**src/rtl/shift_pkg.sv**
```systemverilog
// ----------------------------------------------------------------------------
// shift_pkg
//   Shared helpers for shift_packer:
//     cnt_width : width of a counter able to hold 0..depth
//     slot_idx  : output slot that receives the k-th word of a pack
// ----------------------------------------------------------------------------
package shift_pkg;

    function automatic int unsigned cnt_width(input int unsigned depth);
        return $clog2(depth + 1);
    endfunction

    // With msb_first the first word lands in the highest slot, so the
    // pack reads most-significant-first when viewed as one wide vector.
    function automatic int unsigned slot_idx(input int unsigned k,
                                             input int unsigned depth,
                                             input bit          msb_first);
        return msb_first ? (depth - 1 - k) : k;
    endfunction

endpackage

```
**src/rtl/shift_packer.sv**
```systemverilog
// ----------------------------------------------------------------------------
// shift_packer
//   Collects DEPTH input words of WIDTH bits into one wide packed word.
//   A pack closes early when in_last is accepted; unused slots read zero.
//
//   Ports
//     clk        : clock, all state updates on the rising edge
//     rst_n      : synchronous active-low reset
//     in_valid   : in_data/in_last valid this cycle
//     in_ready   : block accepts a word this cycle
//     in_data    : input word (WIDTH)
//     in_last    : accepted word closes the current pack
//     out_valid  : packed word held on out_data
//     out_ready  : consumer takes the packed word this cycle
//     out_data   : packed word, slot s at [s*WIDTH +: WIDTH]
//     out_cnt    : number of valid words in out_data (1..DEPTH)
// ----------------------------------------------------------------------------
module shift_packer
    import shift_pkg::*;
#(
    parameter  int unsigned WIDTH     = 32,
    parameter  int unsigned DEPTH     = 8,
    parameter  bit          MSB_FIRST = 1'b0,
    localparam int unsigned CW        = cnt_width(DEPTH)
) (
    input  logic                   clk,
    input  logic                   rst_n,
    input  logic                   in_valid,
    output logic                   in_ready,
    input  logic [WIDTH-1:0]       in_data,
    input  logic                   in_last,
    output logic                   out_valid,
    input  logic                   out_ready,
    output logic [WIDTH*DEPTH-1:0] out_data,
    output logic [CW-1:0]          out_cnt
);

    localparam int unsigned KW = $clog2(DEPTH);

    if (DEPTH < 2 || DEPTH > 64) begin : g_bad_depth
        $error("shift_packer: DEPTH must be in 2..64");
    end
    if (WIDTH < 1 || WIDTH > 256) begin : g_bad_width
        $error("shift_packer: WIDTH must be in 1..256");
    end

    logic [WIDTH*DEPTH-1:0] coll_data_q, coll_data_d;
    logic [KW-1:0]          k_q, k_d;
    logic [WIDTH*DEPTH-1:0] out_data_q, out_data_d;
    logic [CW-1:0]          out_cnt_q, out_cnt_d;
    logic                   out_valid_q, out_valid_d;

    logic [WIDTH*DEPTH-1:0] merged;
    logic [KW-1:0]          slot;
    logic                   accept;
    logic                   consume;
    logic                   complete;

    // Ready depends combinationally on out_ready so a held pack can be
    // replaced in the same cycle it is consumed (no bubble at boundaries).
    assign in_ready  = rst_n && (!out_valid_q || out_ready);
    assign accept    = in_valid && in_ready;
    assign consume   = out_valid_q && out_ready;
    assign complete  = in_last || (k_q == KW'(DEPTH - 1));

    assign out_valid = out_valid_q;
    assign out_data  = out_data_q;
    assign out_cnt   = out_cnt_q;

    always_comb begin
        slot        = KW'(slot_idx(32'(k_q), DEPTH, MSB_FIRST));
        merged      = coll_data_q;
        merged[slot*WIDTH +: WIDTH] = in_data;

        coll_data_d = coll_data_q;
        k_d         = k_q;
        out_data_d  = out_data_q;
        out_cnt_d   = out_cnt_q;
        out_valid_d = out_valid_q;

        if (accept && complete) begin
            // New pack replaces any pack consumed on this same edge.
            out_data_d  = merged;
            out_cnt_d   = CW'(k_q) + CW'(1);
            out_valid_d = 1'b1;
            k_d         = '0;
            coll_data_d = '0;
        end else begin
            if (accept) begin
                coll_data_d = merged;
                k_d         = k_q + KW'(1);
            end
            if (consume) begin
                out_valid_d = 1'b0;
            end
        end
    end

    always_ff @(posedge clk) begin
        if (!rst_n) begin
            coll_data_q <= '0;
            k_q         <= '0;
            out_data_q  <= '0;
            out_cnt_q   <= '0;
            out_valid_q <= 1'b0;
        end else begin
            coll_data_q <= coll_data_d;
            k_q         <= k_d;
            out_data_q  <= out_data_d;
            out_cnt_q   <= out_cnt_d;
            out_valid_q <= out_valid_d;
        end
    end

endmodule

```
**config.mk**
```make
export PLATFORM = sky130hd
export DESIGN_NAME = shift_packer
export DESIGN_NICKNAME = d
export VERILOG_FILES = /design/src/rtl/shift_pkg.sv /design/src/rtl/shift_packer.sv
export SDC_FILE = /design/constraint.sdc
export NUM_CORES = 1
export LEC_CHECK = 0
export CAP_MARGIN = 5
export CORE_MARGIN = 3
export CORE_UTILIZATION = 40
export CTS_CLUSTER_SIZE = 40
export DETAILED_ROUTE_END_ITERATION = 10
export GPL_ROUTABILITY_DRIVEN = 0
export PLACE_DENSITY = 0.63
export SLEW_MARGIN = 20
export SYNTH_ARGS = -nofsm -noshare
export SYNTH_HDL_FRONTEND = slang
export SYNTH_SLANG_ARGS = --single-unit
```
**constraint.sdc**
```tcl
create_clock -name clk -period 6.32 [get_ports clk]
set_clock_uncertainty 0.05 [all_clocks]
set_input_delay 0.632 -clock clk [delete_from_list [all_inputs] [get_ports clk]]
set_output_delay 0.632 -clock clk [all_outputs]
set_load 0.1 [all_outputs]
```
### After elaboration in Yosys (flattened, before gate mapping)

Cells that the tools add are included.

* equality and inequality tests: 1
* bitwise gates (word level): 1
* multipliers: 0
* div/mod/pow operators: 0
* shift-type cells: 2
* mux-type cells: 3
* order comparisons: 0
* add/sub/neg operators: 3
* reduce and logical (&&, ||, !) cells: 9

Operator list (count)
* 256-bit bitwise mux: 1
* 32-bit by 34-bit variable shift with 256-bit output, first input constant: 1
* 32-bit by 34-bit variable part select with 256-bit output: 1
* 8-bit negation with 34-bit output: 1
* 3-bit by 1-bit adder with 4-bit output, second input constant: 1
* 1-bit logical AND: 4
* 3-bit by 1-bit adder with 3-bit output, second input constant: 1
* 3-bit == test, second input constant: 1
* 1-bit logical OR: 2
* 1-bit two-way mux: 2
* 2-bit nonzero test: 1
* 2-bit OR reduction: 1
* 1-bit logical NOT: 1
* 1-bit inverter: 1

* flip-flop bits (word level): 520
* bits in latches: 0
* ROM bits: 0
* logic and storage cells: 24
* RAM bits: 0
* memories: 0

### Depth between registers and ports, before layout

Gate-level depths: netlist (run 1).

* depth in word-level cells: 6
* depth in mapped cells: 10
* mapped depth without buffers: 7

### Least setup slack after synthesis (run 1)

Ideal clock, no wire load.

* path kind: reg-to-output
* start point: reg out_valid_q, in the netlist out_valid
* end point: out in_ready
* stages on the path, launching flop included: 4
* path slack: 3236 ps
* data arrival time: 2402 ps
* path buffers: 1
* cells stage by stage: dfxtp_1 > nor2b_1 > buf_1 > nor2_1

* word-level cells in the longest chain between the ends: 3

RTL lines
* start, declared: line shift_packer.sv:51 `logic out_valid_q, out_valid_d;`
* start signal, assigned: line shift_packer.sv:111 `out_valid_q <= out_valid_d;`
* 1-bit logical NOT: line shift_packer.sv:61 `assign in_ready = rst_n && (!out_valid_q || out_ready);`
* 1-bit logical OR: line shift_packer.sv:61
* 1-bit logical AND: line shift_packer.sv:61
* end, declared: line shift_packer.sv:29 `output logic in_ready,`

No other way between the ends.

### Worst setup path in the final report (run 1)

* start point: reg k_q[0]
* end point: reg out_data_q[209], in the netlist out_data[209]

* word-level cells in the longest chain between the ends: 3
* elaborated cells on any way between the ends: 7
* classes of those cells: add/sub: 1; eq/ne: 1; shift: 2; mux: 1; reduce/logical: 2

RTL lines
* start, declared: line shift_packer.sv:48 `logic [KW-1:0] k_q, k_d;`
* start signal, assigned: line shift_packer.sv:108 `k_q <= k_d;`
* 8-bit negation with 34-bit output or 3-bit == test (tied branches): line shift_packer.sv:73, shift_packer.sv:64
* 32-bit by 34-bit variable part select with 256-bit output, or another cell as far along: line shift_packer.sv:73 `merged[slot*WIDTH +: WIDTH] = in_data;`
* 256-bit bitwise mux or 1-bit logical AND (tied branches): line shift_packer.sv:73, shift_packer.sv:81
* end signal, assigned: line shift_packer.sv:109 `out_data_q <= out_data_d;`
* end, declared: line shift_packer.sv:49 `logic [WIDTH*DEPTH-1:0] out_data_q, out_data_d;`

Several ways; a longest one is shown, not always the timed one.
A chain may end at the register's enable or synchronous reset.

==> reports/metrics.cfg, run 1 <==
[clock_tree]
clk_pin_slew_ps=70
clock_latency_ps=620
cts_tree=yes
ctsHoldBuffers=0
cts.sinks=520
htreeDepth=2
cts-buffers-inserted=54
ctsResizeCount=0
cts_max_path_buffers=3
cts_setup_buffers=0
clockRootBuffer=clkbuf_16

[layout]
area_growth_pct=26.1
drive_above_1_share_pct=7.06
antennaDiodeCount=0
nets=2569

[min_path]
hold_end=out_data[24]
hp-class=reg2reg
timing.hold.worst.start=coll_data_q[24]
hold_path_depth=2

[setup_path]
cp.required_ps=6820
worst_setup_path_end_kind=flip-flop
regToRegSetupSlack_ps=2500
startpoint=k_q[0]
arrival_ps=4320
path_common_cell=ha_1
crit_chain=ha_1 -> ha_1 -> or2_2 -> and3_4 -> buf_12 -> o21ai_0 -> a21oi_1
reg2reg_from=k_q[0]
r2r_cells=7
critPathKind=reg2reg
reg2reg_to=out_data[209]
path_max_fanout=178
max_stage_delay_ps=760
critPathLaunchType=flip-flop
slowest_stage=and3_4

[power]
power_frac_comb_pct=17.3
p_seq_share_pct=41.2
ir_drop_mv=0.241
clkPwrFrac_pct=41.5
power_mw=8.41
intPower_mw=5.80
powerDensity_mw_per_mm2=328
leakage_nw=9.24
switching_share_pct=31.1
power.switching_mw=2.62

[route]
viasPerCell=6.09
dr.pass1.iters=6
drt-initial-drc-count=2694
drcViolationCount=0
routedWlPerCell_um=24.6
vias=19675
wl_um=79500
drt.antenna.violating_nets=0

[global_route]
grt_pass1_vias=18361
antenna_found_initial=2
grtUsageTotal_pct=28.4
grt_start_max_net_pins=179
grt_pass1_wl_um=117000
overflow=0

[timing]
slew_headroom_pct=13.7
finalHoldViolCount=0
rsz0062_at_grt=false
max_freq_ghz=0.261
slew_violations=0
finalSetupViolCount=0
period_needed_ps=3820
fin_crit_sh_pct=60.5
tightestPinTransition_ps=1290
final.setup.tns_ps=0

[place]
dp_hpwl_um=48800
portBuffers=298

[floorplan]
num_rows=81
die_area_mm2=0.0536
die_w_um=231
die_y_um=231
core_mm2=0.0496
start_util_pct=41.0
ios=299

[synth]
synth_area_mm2=0.0203
ys_ff_latch=520
synth_area_leaders=dfxtp_1 (51%), a221oi_1 (7.1%), o21ai_0 (6.0%), nand3_1 (5.6%), a21oi_1 (5.2%)
synth_common_cells=dfxtp_1 (520), nand2_1 (276), o21ai_0 (242)
yosysMostFrequentCell=dfxtp_1
synth_fp_nets=2436
async_reset_ff_share_pct=0
synth_edf_count=0
syn_inst=2392
ys_warn_count=0
synth_ff_type=dfxtp_1
avgSynthCellArea_um2=8.50
ys_seq_area_share_pct=51.2
synth.distinct_cells=43
synth_top_cell_by_area=dfxtp_1
synth.top_cell.area_share_pct=51.2

[run]
timing.max_cap.violations=0

[outcome]
status=completed

## stage by stage
step / instances / utilization, % / cell area (um^2) / hold WS (ps) / setup slack, ps
after global placement: 3133 / 47.7 / 23600 / 388 / 2470
final: 3229 / 51.7 / 25600 / 405 / 2500
after floorplan: 2392 / - / 20300 / 380 / 3240
after CTS: 3229 / 51.6 / 25600 / 405 / 2570
after detailed placement: 3133 / 47.7 / 23700 / 395 / 2380
after global routing: 3229 / 51.7 / 25600 / 414 / 2210
## per-layer routing
metal	GRT usage [%]	share of wire (%)	vias up
met3	6.61	9.9	194
met5	0	0	-
li1	-	-	8930
met2	42.0	43	1083
met1	38.2	41	9468
met4	15.9	6.1	0
## power groups by stage
stage | Combinational [mW] | Clock (mW) | Sequential [mW]
after floorplan | 0.340 | 0 | 4.19
after global placement | 1.44 | 0 | 3.53
after detailed placement | 1.45 | 0 | 3.53
after CTS | 1.45 | 3.52 | 3.46
after global routing | 1.51 | 3.64 | 3.47
final | 1.46 | 3.49 | 3.46
## area by class of cell
cell class,count,area [um^2]
sequential,520,10400
multi-input combinational,1594,9020
inverter,4,15.0
clock buffer,79,1650
timing repair buffer,351,3410
tap,664,831
clock inverter,17,295
fill,4548,23900
## state kept, by name, indices dropped and copies added (netlist names)
register	flops
k_q	3
out_cnt	4
out_valid	1
coll_data_q	256
out_data	256
## worst max-delay path, delay by kind of cell, from the launching register on
family	cells	cell delay (ps)
flip-flops	1	740
adder cells (fa/ha/maj)	2	570
buffers and inverters	1	520
AND/OR/NAND/NOR	2	1200
AO/OA/AOI/OAI	2	370
## layout by cell type, fill, tap and decap left out, drive strengths merged, types with 45 or more instances in the layout
master | synthesis | final
a22o | 45 | 45
nand2 | 276 | 276
o21ai | 242 | 242
nand3 | 226 | 226
clkbuf | 218 | 79
a221oi | 164 | 164
dfxtp | 520 | 520
nor2 | 179 | 179
buf | 56 | 54
clkdlybuf4s50 | 0 | 297
o31ai | 109 | 109
a21oi | 210 | 210
## cells by family after synthesis
| kind of cell | count (synthesis) | share of synthesized area [%] |
|---|---|---|
| compound gates | 799 | 25.4 |
| fa+ha+maj | 7 | 0.431 |
| xor+xnor | 1 | 0.0431 |
| buf+inv | 278 | 5.37 |
| flops | 520 | 51.2 |
| simple gates | 787 | 17.6 |
## worst max-delay path by stage
stage / end / depth (start not counted)
2_1_floorplan: in_ready / 3
3_3_place_gp: out_data[203] / 5
3_5_place_dp: out_data[203] / 5
4_1_cts: in_ready / 4
5_1_grt: out_data[198] / 7
6_report: out_data[209] / 7
Note: power is estimated with default switching activity, not from simulation.
==> run 2: changes to the inputs <==
--- a/config.mk
+++ b/config.mk
@@ -11,7 +11,7 @@
 export CTS_CLUSTER_SIZE = 40
 export DETAILED_ROUTE_END_ITERATION = 10
 export GPL_ROUTABILITY_DRIVEN = 0
-export PLACE_DENSITY = 0.63
+export PLACE_DENSITY = 0.65
 export SLEW_MARGIN = 20
 export SYNTH_ARGS = -nofsm -noshare
 export SYNTH_HDL_FRONTEND = slang
==> constraint.sdc (replaced) <==
create_clock -name clk -period 3.4 [get_ports clk]
set_clock_uncertainty 0.05 [all_clocks]
set_input_delay 0.34 -clock clk [delete_from_list [all_inputs] [get_ports clk]]
set_output_delay 0.34 -clock clk [all_outputs]
set_load 0.1 [all_outputs]
==> run 2 against run 1 <==
Compared with the run above:
- maximum frequency is 21% higher
- via count increased by 0.81%
- die area did not move
- critical endpoint is now out_data[181]
- highest routed layer is now met5
==> reports/metrics.cfg, run 2 (synthesized netlist as in run 1, its figures left out) <==
[power]
powerDensity_mw_per_mm2=597  ; was 328 mW/mm^2
leakage_nw=9.52  ; was 9.24 nW
switching_share_pct=31.1  ; about the same
intPower_mw=10.7  ; was 5.80 mW
clkPwrFrac_pct=40.9  ; was 41.5%
power.switching_mw=4.84  ; was 2.62 mW
ir_drop_mv=0.395  ; was 0.241 mV
power_mw=15.6  ; was 8.41 mW
power_frac_comb_pct=17.8  ; was 17.3%
p_seq_share_pct=41.3  ; was 41.2%

[layout]
multi_input_area_mm2=0.00894  ; was 0.00902 mm^2
fin_util_pct=52.6  ; was 51.7%
drive_above_1_share_pct=9.14  ; was 7.06%
regArea_mm2=0.0104  ; unchanged
most-common-layout-cells=dfxtp_1 (520), clkdlybuf4s50_1 (291), nand2_1 (276)  ; was dfxtp_1 (520), clkdlybuf4s50_1 (297), nand2_1 (272)
nets=2626  ; was 2569
design_area_mm2=0.0260  ; was 0.0256 mm^2
final_common_cell=dfxtp_1  ; unchanged
fin_cells=3292  ; was 3229
nFillCells=4533  ; was 4548
area_growth_pct=28.1  ; was 26.1%

[clock_tree]
htreeDepth=2  ; unchanged
cts_tree=yes  ; unchanged
cts.sinks=520  ; unchanged
ctsResizeCount=0  ; unchanged
cts-buffers-inserted=54  ; unchanged
clockRootBuffer=clkbuf_16  ; unchanged
clock_latency_ps=610  ; was 620 ps
cts_max_path_buffers=3  ; unchanged
clk_pin_slew_ps=60  ; was 70 ps

[setup_path]
path_max_fanout=19  ; was 178
path_common_cell=ha_1  ; unchanged
reg2reg_from=k_q[1]  ; was k_q[0]
worst_setup_path_end_kind=flip-flop  ; unchanged
critPathKind=reg2reg  ; unchanged
startpoint=k_q[1]  ; was k_q[0]
crit_chain=inv_1 -> ha_1 -> ha_1 -> nor2b_1 -> buf_4 -> a221oi_1 -> nor2_1  ; was ha_1 -> ha_1 -> or2_2 -> and3_4 -> buf_12 -> o21ai_0 -> a21oi_1
arrival_ps=3640  ; was 4320 ps
max_stage_delay_ps=1050  ; was 760 ps
cp.required_ps=3880  ; was 6820 ps
critPathLaunchType=flip-flop  ; unchanged
slowest_stage=nor2b_1  ; was and3_4

[global_route]
overflow=0  ; unchanged
grt_start_max_net_pins=256  ; was 179
grt_pass1_wl_um=116000  ; was 117000 um
grtUsageTotal_pct=28.1  ; was 28.4%
grt_pass1_vias=18271  ; was 18361
antenna_found_initial=2  ; unchanged

[timing]
finalHoldViolCount=0  ; unchanged
final.setup.tns_ps=0  ; unchanged
tightestPinTransition_ps=1230  ; was 1290 ps
slew_headroom_pct=17.6  ; was 13.7%
hold-worst-slack_ps=397  ; was 405 ps
period_needed_ps=3150  ; was 3820 ps
slew_violations=0  ; unchanged
finalSetupViolCount=0  ; unchanged
setup_ws_ps=246  ; was 2500 ps
fin_crit_sh_pct=92.8  ; was 60.5%
rsz0062_at_grt=false  ; unchanged
max_freq_ghz=0.317  ; was 0.261 GHz

[route]
drt-initial-drc-count=2416  ; was 2694
viasPerCell=6.03  ; was 6.09
dr.pass1.iters=6  ; unchanged
drcViolationCount=0  ; unchanged
routedWlPerCell_um=23.9  ; was 24.6 um
vias=19835  ; was 19675
wl_um=78500  ; was 79500 um
drt.antenna.violating_nets=0  ; unchanged

[outcome]
status=completed  ; unchanged

[place]
dpl_worst_slack_ps=355  ; was 2380 ps
portBuffers=298  ; unchanged
place_inst=3189  ; was 3133
dpl_cell_area_mm2=0.0241  ; was 0.0237 mm^2
dp_hpwl_um=50500  ; was 48800 um

[floorplan]
ios=299  ; unchanged
die_y_um=231  ; unchanged
num_rows=81  ; unchanged
die_area_mm2=0.0536  ; unchanged
die_w_um=231  ; unchanged
core_mm2=0.0496  ; unchanged
start_util_pct=41.0  ; unchanged

[min_path]
hp-class=in2reg  ; was reg2reg
timing.hold.worst.start=in_data[19]  ; was coll_data_q[24]

[run]
timing.max_cap.violations=0  ; unchanged

run 2: cell types whose count changed in the layout (fill, tap and decap cells not counted), moves of 4 or more:
cell	change
buf_4	+57
buf_12	+7
clkdlybuf4s50_1	-6
clkinv_2	+6
clkbuf_8	-4
clkinvlp_4	+4
nand2_1	+4
nand2_2	-4
nor2b_1	+4
nor2b_2	-4
run 2: final timing paths:
path | end | slack (ps) | cells past startpoint
min reg2reg | coll_data_q[174] | 400 | 2
max | out_data[181] | 250 | 7
max reg2reg | out_data[181] | 250 | 7
min | coll_data_q[19] | 400 | 4
run 2: repair_timing:
action / CTS / global route
setup buffers: 0 / 0
endpoints found under the hold margin: 1 / 0
hold buffers: 1 / 0
run 2: layout make-up:
type | instances | area share, %
Sequential cell | 520 | 40.0
Clock buffer | 72 | 5.99
Clock inverter | 29 | 1.45
Antenna cell | 1 | 0.00961
Tap cell | 664 | 3.19
Timing Repair Buffer | 408 | 15.0
Multi-Input combinational cell | 1594 | 34.3
Inverter | 4 | 0.0577
run 2: power groups by stage:
stage                     Clock [mW]  Combinational (mW)  Sequential (mW)
final                           6.36                2.77             6.42
after detailed placement           0                2.75             6.55
after global placement             0                2.73             6.55
after CTS                       6.44                2.76             6.42
after global routing            6.66                2.86             6.44
after floorplan                    0               0.632             7.79
run 2: worst max-delay path: cells and delay by family (launching register included):
| kind | cells | cell delay, ps |
|---|---|---|
| fa+ha+maj | 2 | 700 |
| flops | 1 | 580 |
| simple gates | 2 | 1170 |
| buf+inv | 2 | 470 |
| compound gates | 1 | 100 |
run 2: metal layers:
layer	wire, um	track usage [%]	part of all wire (%)
met1	31800	38.1	41
met3	8030	5.96	10
met2	34200	41.8	44
met4	4450	15.0	5.7
met5	13	0	0.017
